$ cat config.mk
export PLATFORM = sky130hd
export DESIGN_NAME = tpuv1_mmio_ctrl_flat
export DESIGN_NICKNAME = d
export VERILOG_FILES = /design/src/rtl/tpuv1_pkg.sv /design/src/rtl/tpuv1_mmio_ctrl_if.sv /design/src/rtl/tpuv1_addr_decode.sv /design/src/rtl/tpuv1_mmio_ctrl.sv /design/src/flat_wrapper.sv
export SDC_FILE = /design/constraint.sdc
export NUM_CORES = 1
export LEC_CHECK = 0
export BUFFER_PORTS_ARGS = -buffer_cell sky130_fd_sc_hd__buf_2
export CORE_AREA = 2 2 138 140
export CTS_BUF_LIST = sky130_fd_sc_hd__clkbuf_4 sky130_fd_sc_hd__clkbuf_8
export DETAILED_ROUTE_END_ITERATION = 8
export DIE_AREA = 0 0 140 142
export PLACE_DENSITY = 0.54
export SLEW_MARGIN = 30
export SYNTH_ARGS = -nofsm -noshare
export SYNTH_HDL_FRONTEND = slang
export SYNTH_SLANG_ARGS = --single-unit
$ cat constraint.sdc
create_clock -name clk -period 1.3 [get_ports clk]
set_input_delay 0.065 -clock clk [delete_from_list [all_inputs] [get_ports clk]]
set_output_delay 0.065 -clock clk [all_outputs]
set_load 0.01 [all_outputs]
$ cat src/rtl/tpuv1_pkg.sv
// Shared definitions for the tpuv1 host-side MMIO controller.
// Holds the fixed DIM=8 address map, the compute window length and the
// controller state encoding used by tpuv1_mmio_ctrl and tpuv1_addr_decode.
package tpuv1_pkg;

    // The address map is defined over a 16-bit host address.
    localparam int unsigned MAP_AW = 16;

    localparam logic [MAP_AW-1:0] A_BASE     = 16'h0100;
    localparam logic [MAP_AW-1:0] A_MASK     = 16'hFFC0;  // 0x100..0x13F
    localparam logic [MAP_AW-1:0] B_BASE     = 16'h0200;
    localparam logic [MAP_AW-1:0] B_MASK     = 16'hFFC0;  // 0x200..0x23F
    localparam logic [MAP_AW-1:0] C_BASE     = 16'h0300;
    localparam logic [MAP_AW-1:0] C_MASK     = 16'hFF80;  // 0x300..0x37F
    localparam logic [MAP_AW-1:0] START_ADDR = 16'h0400;

    // Cycles the array needs to fill, compute and drain: 3*DIM-1 for DIM=8.
    localparam int unsigned RUN_CYC = 23;
    localparam int unsigned CNT_W   = $clog2(RUN_CYC) + 1;

    typedef enum logic [1:0] {
        IDLE = 2'd0,
        RUN  = 2'd1,
        DONE = 2'd2
    } ctrl_state_t;

    function automatic logic in_region(input logic [MAP_AW-1:0] a,
                                       input logic [MAP_AW-1:0] base,
                                       input logic [MAP_AW-1:0] mask);
        return (a & mask) == base;
    endfunction

endpackage

$ cat src/rtl/tpuv1_mmio_ctrl_if.sv
// Host bus of tpuv1: the host (master) drives addr/r_w/dataIn and samples
// dataOut; the controller (slave) responds.
//   addr    ADDRW  host address
//   r_w     1      1 = write, 0 = read
//   dataIn  DATAW  host write data
//   dataOut DATAW  host read data (combinational from the responder)
interface tpuv1_mmio_ctrl_if #(
    parameter int unsigned ADDRW = 16,
    parameter int unsigned DATAW = 64
);
    logic [ADDRW-1:0] addr;
    logic             r_w;
    logic [DATAW-1:0] dataIn;
    logic [DATAW-1:0] dataOut;

    modport master (output addr, output r_w, output dataIn, input dataOut);
    modport slave  (input addr, input r_w, input dataIn, output dataOut);
endinterface

$ cat src/rtl/tpuv1_addr_decode.sv
// Combinational decode of a host access into datapath strobes and C read mux.
// Ports:
//   i_addr, i_r_w      host access
//   i_busy, i_rst_n    write gating (writes are dropped while busy or in reset)
//   i_c_rd_data        C row for o_c_row, from the array
//   o_a_wr_en/o_a_wr_row   A row write
//   o_b_wr_en              B row push
//   o_c_wr_en/o_c_wr_hi    C half-row write
//   o_c_row                C row index (always follows addr[6:4])
//   o_start                compute start request
//   o_data_out             host read data
module tpuv1_addr_decode
    import tpuv1_pkg::*;
#(
    parameter int unsigned BITS_C = 16,
    parameter int unsigned DIM    = 8,
    parameter int unsigned ADDRW  = 16,
    parameter int unsigned DATAW  = 64
) (
    input  logic [ADDRW-1:0]        i_addr,
    input  logic                    i_r_w,
    input  logic                    i_busy,
    input  logic                    i_rst_n,
    input  logic [DIM*BITS_C-1:0]   i_c_rd_data,
    output logic                    o_a_wr_en,
    output logic [$clog2(DIM)-1:0]  o_a_wr_row,
    output logic                    o_b_wr_en,
    output logic                    o_c_wr_en,
    output logic                    o_c_wr_hi,
    output logic [$clog2(DIM)-1:0]  o_c_row,
    output logic                    o_start,
    output logic [DATAW-1:0]        o_data_out
);

    logic [MAP_AW-1:0] w_map_addr;
    logic              w_a_hit;
    logic              w_b_hit;
    logic              w_c_hit;
    logic              w_s_hit;
    logic              w_wr_ok;

    assign w_map_addr = i_addr[MAP_AW-1:0];

    assign w_a_hit = in_region(w_map_addr, A_BASE, A_MASK);
    assign w_b_hit = in_region(w_map_addr, B_BASE, B_MASK);
    assign w_c_hit = in_region(w_map_addr, C_BASE, C_MASK);
    assign w_s_hit = (w_map_addr == START_ADDR);

    // Any write is ignored while the array owns the memories or in reset.
    assign w_wr_ok = i_r_w & ~i_busy & i_rst_n;

    assign o_a_wr_en  = w_wr_ok & w_a_hit;
    assign o_b_wr_en  = w_wr_ok & w_b_hit;
    assign o_c_wr_en  = w_wr_ok & w_c_hit;
    assign o_start    = w_wr_ok & w_s_hit;

    assign o_a_wr_row = i_addr[5:3];
    assign o_c_row    = i_addr[6:4];
    assign o_c_wr_hi  = i_addr[3];

    // Reads are not gated by busy: the host may peek at partial results.
    always_comb begin
        o_data_out = '0;
        if (!i_r_w && w_c_hit) begin
            if (i_addr[3]) begin
                o_data_out = i_c_rd_data[DIM*BITS_C-1:DATAW];
            end else begin
                o_data_out = i_c_rd_data[DATAW-1:0];
            end
        end
    end

endmodule

$ cat src/rtl/tpuv1_mmio_ctrl.sv
// tpuv1 host MMIO controller: responds on the host bus, produces A/B/C write
// strobes for memA/memB/systolic_array and runs the fixed-length compute window.
// Ports:
//   clk, rst_n      clock, synchronous active-low reset
//   host            host bus (slave side)
//   busy, done      compute window active / one-cycle completion pulse
//   a_wr_en, a_wr_row, b_wr_en, ab_wr_data   A row write / B row push
//   c_wr_en, c_wr_hi, c_row, c_rd_data        C half-row write and row read
//   mem_en, sa_en   memA/memB shift and array enable during the window
module tpuv1_mmio_ctrl
    import tpuv1_pkg::*;
#(
    parameter int unsigned BITS_AB = 8,
    parameter int unsigned BITS_C  = 16,
    parameter int unsigned DIM     = 8,
    parameter int unsigned ADDRW   = 16,
    parameter int unsigned DATAW   = 64
) (
    input  logic                    clk,
    input  logic                    rst_n,
    tpuv1_mmio_ctrl_if.slave        host,
    output logic                    busy,
    output logic                    done,
    output logic                    a_wr_en,
    output logic [$clog2(DIM)-1:0]  a_wr_row,
    output logic                    b_wr_en,
    output logic [DATAW-1:0]        ab_wr_data,
    output logic                    c_wr_en,
    output logic                    c_wr_hi,
    output logic [$clog2(DIM)-1:0]  c_row,
    input  logic [DIM*BITS_C-1:0]   c_rd_data,
    output logic                    mem_en,
    output logic                    sa_en
);

    if (DATAW != DIM * BITS_AB) begin : g_bad_ab_width
        $error("DATAW must equal DIM*BITS_AB");
    end
    if (2 * DATAW != DIM * BITS_C) begin : g_bad_c_width
        $error("DATAW must equal DIM*BITS_C/2");
    end

    ctrl_state_t       r_state;
    logic [CNT_W-1:0]  r_cnt;
    logic              r_busy;
    logic              r_done;
    logic              w_start;

    tpuv1_addr_decode #(
        .BITS_C (BITS_C),
        .DIM    (DIM),
        .ADDRW  (ADDRW),
        .DATAW  (DATAW)
    ) u_decode (
        .i_addr      (host.addr),
        .i_r_w       (host.r_w),
        .i_busy      (r_busy),
        .i_rst_n     (rst_n),
        .i_c_rd_data (c_rd_data),
        .o_a_wr_en   (a_wr_en),
        .o_a_wr_row  (a_wr_row),
        .o_b_wr_en   (b_wr_en),
        .o_c_wr_en   (c_wr_en),
        .o_c_wr_hi   (c_wr_hi),
        .o_c_row     (c_row),
        .o_start     (w_start),
        .o_data_out  (host.dataOut)
    );

    assign ab_wr_data = host.dataIn;

    // busy/done are registered alongside the state so they are glitch-free.
    always_ff @(posedge clk) begin
        if (!rst_n) begin
            r_state <= IDLE;
            r_cnt   <= '0;
            r_busy  <= 1'b0;
            r_done  <= 1'b0;
        end else begin
            r_done <= 1'b0;
            unique case (r_state)
                IDLE: begin
                    r_cnt <= '0;
                    if (w_start) begin
                        r_state <= RUN;
                        r_busy  <= 1'b1;
                    end
                end
                RUN: begin
                    r_cnt <= r_cnt + 1'b1;
                    if (r_cnt == CNT_W'(RUN_CYC - 1)) begin
                        r_state <= DONE;
                        r_busy  <= 1'b0;
                        r_done  <= 1'b1;
                    end
                end
                DONE: begin
                    // Back-to-back start is accepted in the completion cycle.
                    r_cnt <= '0;
                    if (w_start) begin
                        r_state <= RUN;
                        r_busy  <= 1'b1;
                    end else begin
                        r_state <= IDLE;
                    end
                end
                default: begin
                    r_state <= IDLE;
                    r_cnt   <= '0;
                    r_busy  <= 1'b0;
                end
            endcase
        end
    end

    assign busy   = r_busy;
    assign done   = r_done;
    assign mem_en = r_busy;
    assign sa_en  = r_busy;

endmodule

$ cat src/flat_wrapper.sv
// flat-port wrapper written by rule: the top's interface ports become plain ports
module tpuv1_mmio_ctrl_flat import tpuv1_pkg::*;
#(
    parameter int unsigned BITS_AB = 8,
    parameter int unsigned BITS_C  = 16,
    parameter int unsigned DIM     = 8,
    parameter int unsigned ADDRW   = 16,
    parameter int unsigned DATAW   = 64
)
  (clk, rst_n, busy, done, a_wr_en, a_wr_row, b_wr_en, ab_wr_data, c_wr_en, c_wr_hi, c_row, c_rd_data, mem_en, sa_en, host_addr, host_r_w, host_dataIn, host_dataOut);
  tpuv1_mmio_ctrl_if #(.ADDRW(ADDRW), .DATAW(DATAW)) host_i ();
  input  logic clk;
  input  logic rst_n;
  output logic busy;
  output logic done;
  output logic a_wr_en;
  output logic [$clog2(DIM)-1:0] a_wr_row;
  output logic b_wr_en;
  output logic [DATAW-1:0] ab_wr_data;
  output logic c_wr_en;
  output logic c_wr_hi;
  output logic [$clog2(DIM)-1:0] c_row;
  input  logic [DIM*BITS_C-1:0] c_rd_data;
  output logic mem_en;
  output logic sa_en;
  input wire logic [$bits(host_i.addr)-1:0] host_addr;
  input wire logic [$bits(host_i.r_w)-1:0] host_r_w;
  input wire logic [$bits(host_i.dataIn)-1:0] host_dataIn;
  output wire logic [$bits(host_i.dataOut)-1:0] host_dataOut;
  assign host_i.addr = host_addr;
  assign host_i.r_w = host_r_w;
  assign host_i.dataIn = host_dataIn;
  assign host_dataOut = host_i.dataOut;
  tpuv1_mmio_ctrl #(.BITS_AB(BITS_AB), .BITS_C(BITS_C), .DIM(DIM), .ADDRW(ADDRW), .DATAW(DATAW)) u_core (.clk(clk), .rst_n(rst_n), .host(host_i), .busy(busy), .done(done), .a_wr_en(a_wr_en), .a_wr_row(a_wr_row), .b_wr_en(b_wr_en), .ab_wr_data(ab_wr_data), .c_wr_en(c_wr_en), .c_wr_hi(c_wr_hi), .c_row(c_row), .c_rd_data(c_rd_data), .mem_en(mem_en), .sa_en(sa_en));
endmodule
# ---- After elaboration in Yosys (flattened, before gate mapping)
# Cells that the tools add are included.
dict set report word_totals {
  ramBits 0
  n_memories 0
  rom_bits 0
  out_inout_bits 142
  latch_bits 0
  word_cells 39
  register_bits 10
  input_bits 211
}
dict set report op_classes {
  div 0
  n_lt_le_gt_ge 0
  n_bitwise 7
  eq_ne 10
  shifts 0
  n_mux 10
  addsub 1
  multipliers 0
  reduce_logical 7
}
# operator n
set op_table {}
lappend op_table {{$mux W64} 2}
lappend op_table {{$eq A16 B11 Y1 const B} 1}
lappend op_table {{$eq A10 B3 Y1 const B} 1}
lappend op_table {{$eq A10 B4 Y1 const B} 1}
lappend op_table {{$eq A9 B3 Y1 const B} 1}
lappend op_table {{$add A6 B1 Y6 const B} 1}
lappend op_table {{$and A1 B1 Y1} 6}
lappend op_table {{$eq A6 B5 Y1 const B} 1}
lappend op_table {{$pmux W2 S3} 1}
lappend op_table {{$reduce_and A2 Y1} 3}
lappend op_table {{$mux W1} 4}
lappend op_table {{$mux W2} 2}
lappend op_table {{$ne A2 B1 Y1 const B} 2}
lappend op_table {{$eq A2 B1 Y1 const B} 1}
lappend op_table {{$eq A2 B2 Y1 const B} 1}
lappend op_table {{$logic_not A2 Y1} 1}
lappend op_table {{$ne A2 B2 Y1 const B} 1}
lappend op_table {{$pmux W1 S2} 1}
lappend op_table {{$reduce_or A2 Y1} 1}
lappend op_table {{$logic_and A1 B1 Y1} 1}
lappend op_table {{$logic_not A1 Y1} 1}
lappend op_table {{$not A1 Y1} 1}

# ---- Longest topological paths before layout
dict set report logic_depth {
  ltp_word 6
  depth_mapped 5
  mapped_depth_nobuf 5
}

# ---- By module
# A second synthesis with hierarchy kept.
dict set report hier_totals {
  cells_unflattened 269
  area_unflattened_um2 1994.4
}
# module cells_each seq_area_each_um2 area_per_inst_um2 instances
set modules_own_cells {}
lappend modules_own_cells {tpuv1_addr_decode 165 0.0 1122.3 1}
lappend modules_own_cells {tpuv1_mmio_ctrl 104 200.2 872.1 1}

# ---- Least setup slack after synthesis
# OpenSTA, ideal clock, no wires.
dict set report synth_path {
  path_type {register to register}
  start {register u_core.r_cnt[0]}
  end {register u_core.r_busy, in the netlist u_core.busy}
  setup_time_ps 126
  t_required_ps 1174
  path_stages_with_launch 6
  path_slack_ps 49
  t_arrival_ps 1125
  period_less_slack_ps 1251
  path_buffers 0
  cell_sequence {dfxtp_1 -> inv_1 -> ha_1 -> nor4bb_1 -> a211o_1 -> o211ai_1}
}
dict set report synth_between {
  elab_chain_cells 3
}
# element line
set synth_lines {}
lappend synth_lines {{start: declaration} tpuv1_mmio_ctrl.sv:44} ;# logic [CNT_W-1:0] r_cnt;
lappend synth_lines {{start signal: assignment} tpuv1_mmio_ctrl.sv:90} ;# r_cnt <= r_cnt + 1'b1;
lappend synth_lines {{$eq A6 B5 Y1} tpuv1_mmio_ctrl.sv:91} ;# if (r_cnt == CNT_W'(RUN_CYC - 1)) begin
lappend synth_lines {{$ne A2 B1 Y1 (no line)} --}
lappend synth_lines {{$reduce_and A2 Y1 (no line)} --}
lappend synth_lines {{end signal: assignment} tpuv1_mmio_ctrl.sv:86} ;# r_busy <= 1'b1;
lappend synth_lines {{end signal: assignment} tpuv1_mmio_ctrl.sv:93} ;# r_busy <= 1'b0;
lappend synth_lines {{end signal: assignment} tpuv1_mmio_ctrl.sv:102} ;# r_busy <= 1'b1;
lappend synth_lines {{end: declaration} tpuv1_mmio_ctrl.sv:45} ;# logic r_busy;
# Every way passes these cells.
# A chain may end at the register's enable or synchronous reset.

# ---- Worst setup path after layout
dict set report layout_path {
  start {input host_addr[11]}
  end {output host_dataOut[18]}
}
dict set report layout_between {
  elab_chain_cells 3
}
# element line
set layout_lines {}
lappend layout_lines {{start: declaration} flat_wrapper.sv:26} ;# input wire logic [$bits(host_i.addr)-1:0] host_addr;
lappend layout_lines {{$eq A9 B3 Y1} tpuv1_pkg.sv:30} ;# return (a & mask) == base;
lappend layout_lines {{$logic_and A1 B1 Y1} tpuv1_addr_decode.sv:64} ;# if (!i_r_w && w_c_hit) begin
lappend layout_lines {{$mux W64} tpuv1_addr_decode.sv:64}
lappend layout_lines {{end: declaration} flat_wrapper.sv:29} ;# output wire logic [$bits(host_i.dataOut)-1:0] host_dataOut;
# Every way passes these cells.

==> reports/qor.csv <==
stage;metric;value;unit
synthesis;synth_xor_area_share;1.13;%
sta;grt_setup_unrepaired;yes;
route;routed_wl;8.32;mm
hold_path;min-delay-start;host_dataIn[27];
sta;hold_viol;0;
synthesis;syn_avg_cell_area;8.39;sq um
hold_path;min_to;ab_wr_data[27];
floorplan;pin_count;353;
clock_tree;holdBufCountCts;0;
finish;final_cells;674;
power;peakVddDrop;746;uV
placement;placement.io_buffers;224;
sta;hold_ws;0.130;ns
route;ant_nets;0;
route;dr_total_vias;2518;
floorplan;die_h;142;microns
clock_tree;clk_path_buf_depth;2;
floorplan;initial_core_util;12.6;%
global_routing;grt_max_degree;40;
sta;setup_ws;-0.107;ns
synthesis;yosysUniqueCellTypes;33;
sta;slew_viol_final;0;
power;power_density;360;nW/um^2
sta;worst_pin_slew;0.377;ns
worst_setup_path;cp.arrival;1.34;ns
sta;slew_headroom;74.1;%
sta;skew;0.00298;ns
route;first_pass_iters;6;
route;wl_met3;929;microns
route;routed.top_layer;met5;
route;first_iter_violations;103;
route;remaining_drc_errors;50;
synthesis;ys.flop_type;dfxtp_1;
power;seqPwrFrac;24.0;%
route;met1_length;3.08;mm
finish;design_area;3550;sq um
worst_setup_path;crit_type;in2out;
synthesis;syn-num-nets;491;
power;netSwitchingPower;401;uW
clock_tree;cts_tree;done;
worst_setup_path;path_max_fanout;16;
finish;drive_above_1_share;72.7;%
power;pwr-share-comb;45.1;%
clock_tree;cts_inserted_buffers;3;
synthesis;synth_fa_ha_area_share;1.07;%
global_routing;grt_pass1_vias;2238;
synthesis;synth_top_family_by_area;simple AND/OR/NAND/NOR gates;
sta;final-setup-viol-count;64;
sta;fin_crit;1.41;ns
power;swShare;31.3;%
route;viasPerCell;3.74;
clock_tree;root_buffer;clkbuf_8;
worst_setup_path;r2r_slack;0.09;ns
synthesis;synthCells;278;
synthesis;ys_seq_area_share;8.58;%
status;status;finished, violations left;
worst_setup_path;rr_startpoint;u_core.r_cnt[0];
finish;fin_util;19.2;%
floorplan;dieArea;19900;sq um
route;wl_met2;4.16;mm
floorplan;die_w;140;microns
floorplan;placement_rows;50;
worst_setup_path;endpoint_kind;output pin;
finish;layout.nets;653;
placement;placed_area;3310;sq um
floorplan;core-area;18500;sq um
route;wl_per_cell;12.3;microns
power;p_leak;1.78;nW
synthesis;synth_compound_area_share;1.66;%
global_routing;grt_overflow;0;
sta;fmax;0.711;GHz
finish;regArea;203;sq um
clock_tree;clock-sinks;10;
worst_setup_path;reg2regPathDepth;6;
synthesis;async_reset_ff_share;0;%
finish;area_growth;52.3;%
synthesis;yosysWarnings;0;
clock_tree;clock_latency;0.24;ns
placement;placed_cells;665;
global_routing;grt_pass1_wl;11.4;mm
finish;n_fill_cell;2078;
hold_path;hp-class;in2out;
power;p_int;879;uW
global_routing;antenna_found_initial;2;
clock_tree;htree_levels;1;
synthesis;synth-simple-area-share;31.0;%
worst_setup_path;cp-start-kind;primary input;
worst_setup_path;rr_endpoint;u_core.busy;
job;max_cap_violations;0;
synthesis;syn_area;2330;sq um
global_routing;track_usage;7.08;%
hold_path;min_path_cells;0;
synthesis;synth.ff_latch_count;10;
power;clkPwrFrac;30.9;%
finish;multi_input_area;1560;sq um
synthesis;synthMuxAreaShare;27.5;%
synthesis;synth_top_area_share;27.5;%
status;violations;design-rule violations, negative setup slack;
worst_setup_path;crit_chain;buf_6 > nor4_4 > nand4b_1 > buf_4 > clkbuf_16 > nor3_2 > buf_2;
synthesis;synth_edf_count;0;
placement;dp_hpwl;6.91;mm
placement;gp_congestion;0.715;
synthesis;synth_top_area_cell;mux2i_1;
worst_setup_path;cpPeakStageDelay;0.29;ns
worst_setup_path;cp_data_required_time;1.24;ns
synthesis;yosys-top-cells-area;mux2i_1 27%, buf_4 23%, nor3_2 17%;
worst_setup_path;cpMaxStageDelayCell;nor4_4;
sta;min_period_over_period;108;%
==> worst max path at each step <==
stage,from,to,slack (ns)
6_report,host_addr[11],host_dataOut[18],-0.11
5_1_grt,host_addr[11],host_dataOut[18],-0.25
4_1_cts,host_addr[11],host_dataOut[40],-0.12
3_5_place_dp,host_addr[11],host_dataOut[62],-0.17
3_3_place_gp,host_addr[11],host_dataOut[10],-0.17
2_1_floorplan,u_core.r_cnt[0],u_core.busy,0.05
==> cell families (layout without fill, tap and decap cells) <==
logic type	after synthesis	after routing
AOI/OAI and AO/OA	6	6
and+or+nand+nor	96	96
DFF	10	10
other	0	1
muxes	64	64
buffers and inverters	97	258
xor gates and xnor gates	3	3
adders and majority gates	2	2
==> cell usage in the layout, fill, tap and decap left out, types with 2 or more instances in the layout <==
| cell | n |
|---|---|
| buf_12 | 5 |
| buf_2 | 221 |
| buf_4 | 21 |
| buf_6 | 4 |
| clkbuf_8 | 4 |
| dfxtp_1 | 8 |
| dfxtp_2 | 2 |
| mux2i_1 | 64 |
| nand2_1 | 4 |
| nand3_1 | 3 |
| nand3b_1 | 2 |
| nand4b_1 | 3 |
| nor2_1 | 8 |
| nor3_1 | 12 |
| nor3_2 | 51 |
| nor3_4 | 2 |
| nor4_1 | 2 |
| nor4bb_2 | 2 |
| or3_1 | 2 |
| xor2_1 | 2 |
==> registers in the layout, summed over array words and instances (netlist names) <==
register	cells
u_core.r_state	2
u_core.done	1
u_core.r_cnt	6
u_core.busy	1
==> power by group through the flow <==
stage	Sequential [mW]	Combinational [mW]	Clock [mW]
CTS	0.307	0.581	0.409
global route	0.307	0.629	0.423
detailed placement	0.313	0.567	0
floorplan	0.313	0.470	0
global placement	0.313	0.560	0
finish	0.307	0.577	0.396
==> timing repair <==
item / in CTS / in global routing
buffers inserted: 2 / 1
gates resized for setup: 18 / 10
endpoints found under the setup margin: 63 / 68
cloned: 0 / 1
pin swaps: 1 / 5
==> final cells by class <==
cell class                 instances  area share [%]
inverter                           2           0.211
sequential                        10            5.71
clock buffer                       4            1.55
timing repair buffer             252            40.4
antenna                            1          0.0704
tap                              234            8.24
multi-input combinational        171            43.9
==> metrics by stage <==
step           TNS, ns  worst slack [ns]  power, mW
6_report         -4.21            -0.107       1.28
5_1_grt         -12.55            -0.251       1.36
4_1_cts          -5.85            -0.120       1.30
3_5_place_dp     -7.44            -0.172      0.880
3_3_place_gp     -6.48            -0.174      0.873
2_1_floorplan        0            0.0486      0.783
==> cell usage after synthesis, types with 2 or more instances <==
library cell  instances
buf_4                73
mux2i_1              64
nor3_2               39
nor3_1               26
dfxtp_1              10
buf_2                 9
nor2_1                8
clkbuf_1              7
buf_6                 4
nand2_1               4
nand3_1               3
nand4b_1              3
buf_1                 2
ha_1                  2
nand3b_1              2
nor4_1                2
nor4bb_1              2
or3_1                 2
xor2_1                2
==> metal layers <==
metal | track usage (%) | vias to the layer above
met2 | 13.0 | 175
met5 | 0 | -
met4 | 1.91 | 2
met3 | 2.66 | 26
li1 | - | 1230
met1 | 7.70 | 1085
==> worst max-delay path: cells and delay by family <==
kind | cells | cell delay (ns)
buf+inv | 4 | 0.62
simple gates | 3 | 0.64
Power figures use the tool's default switching activity.
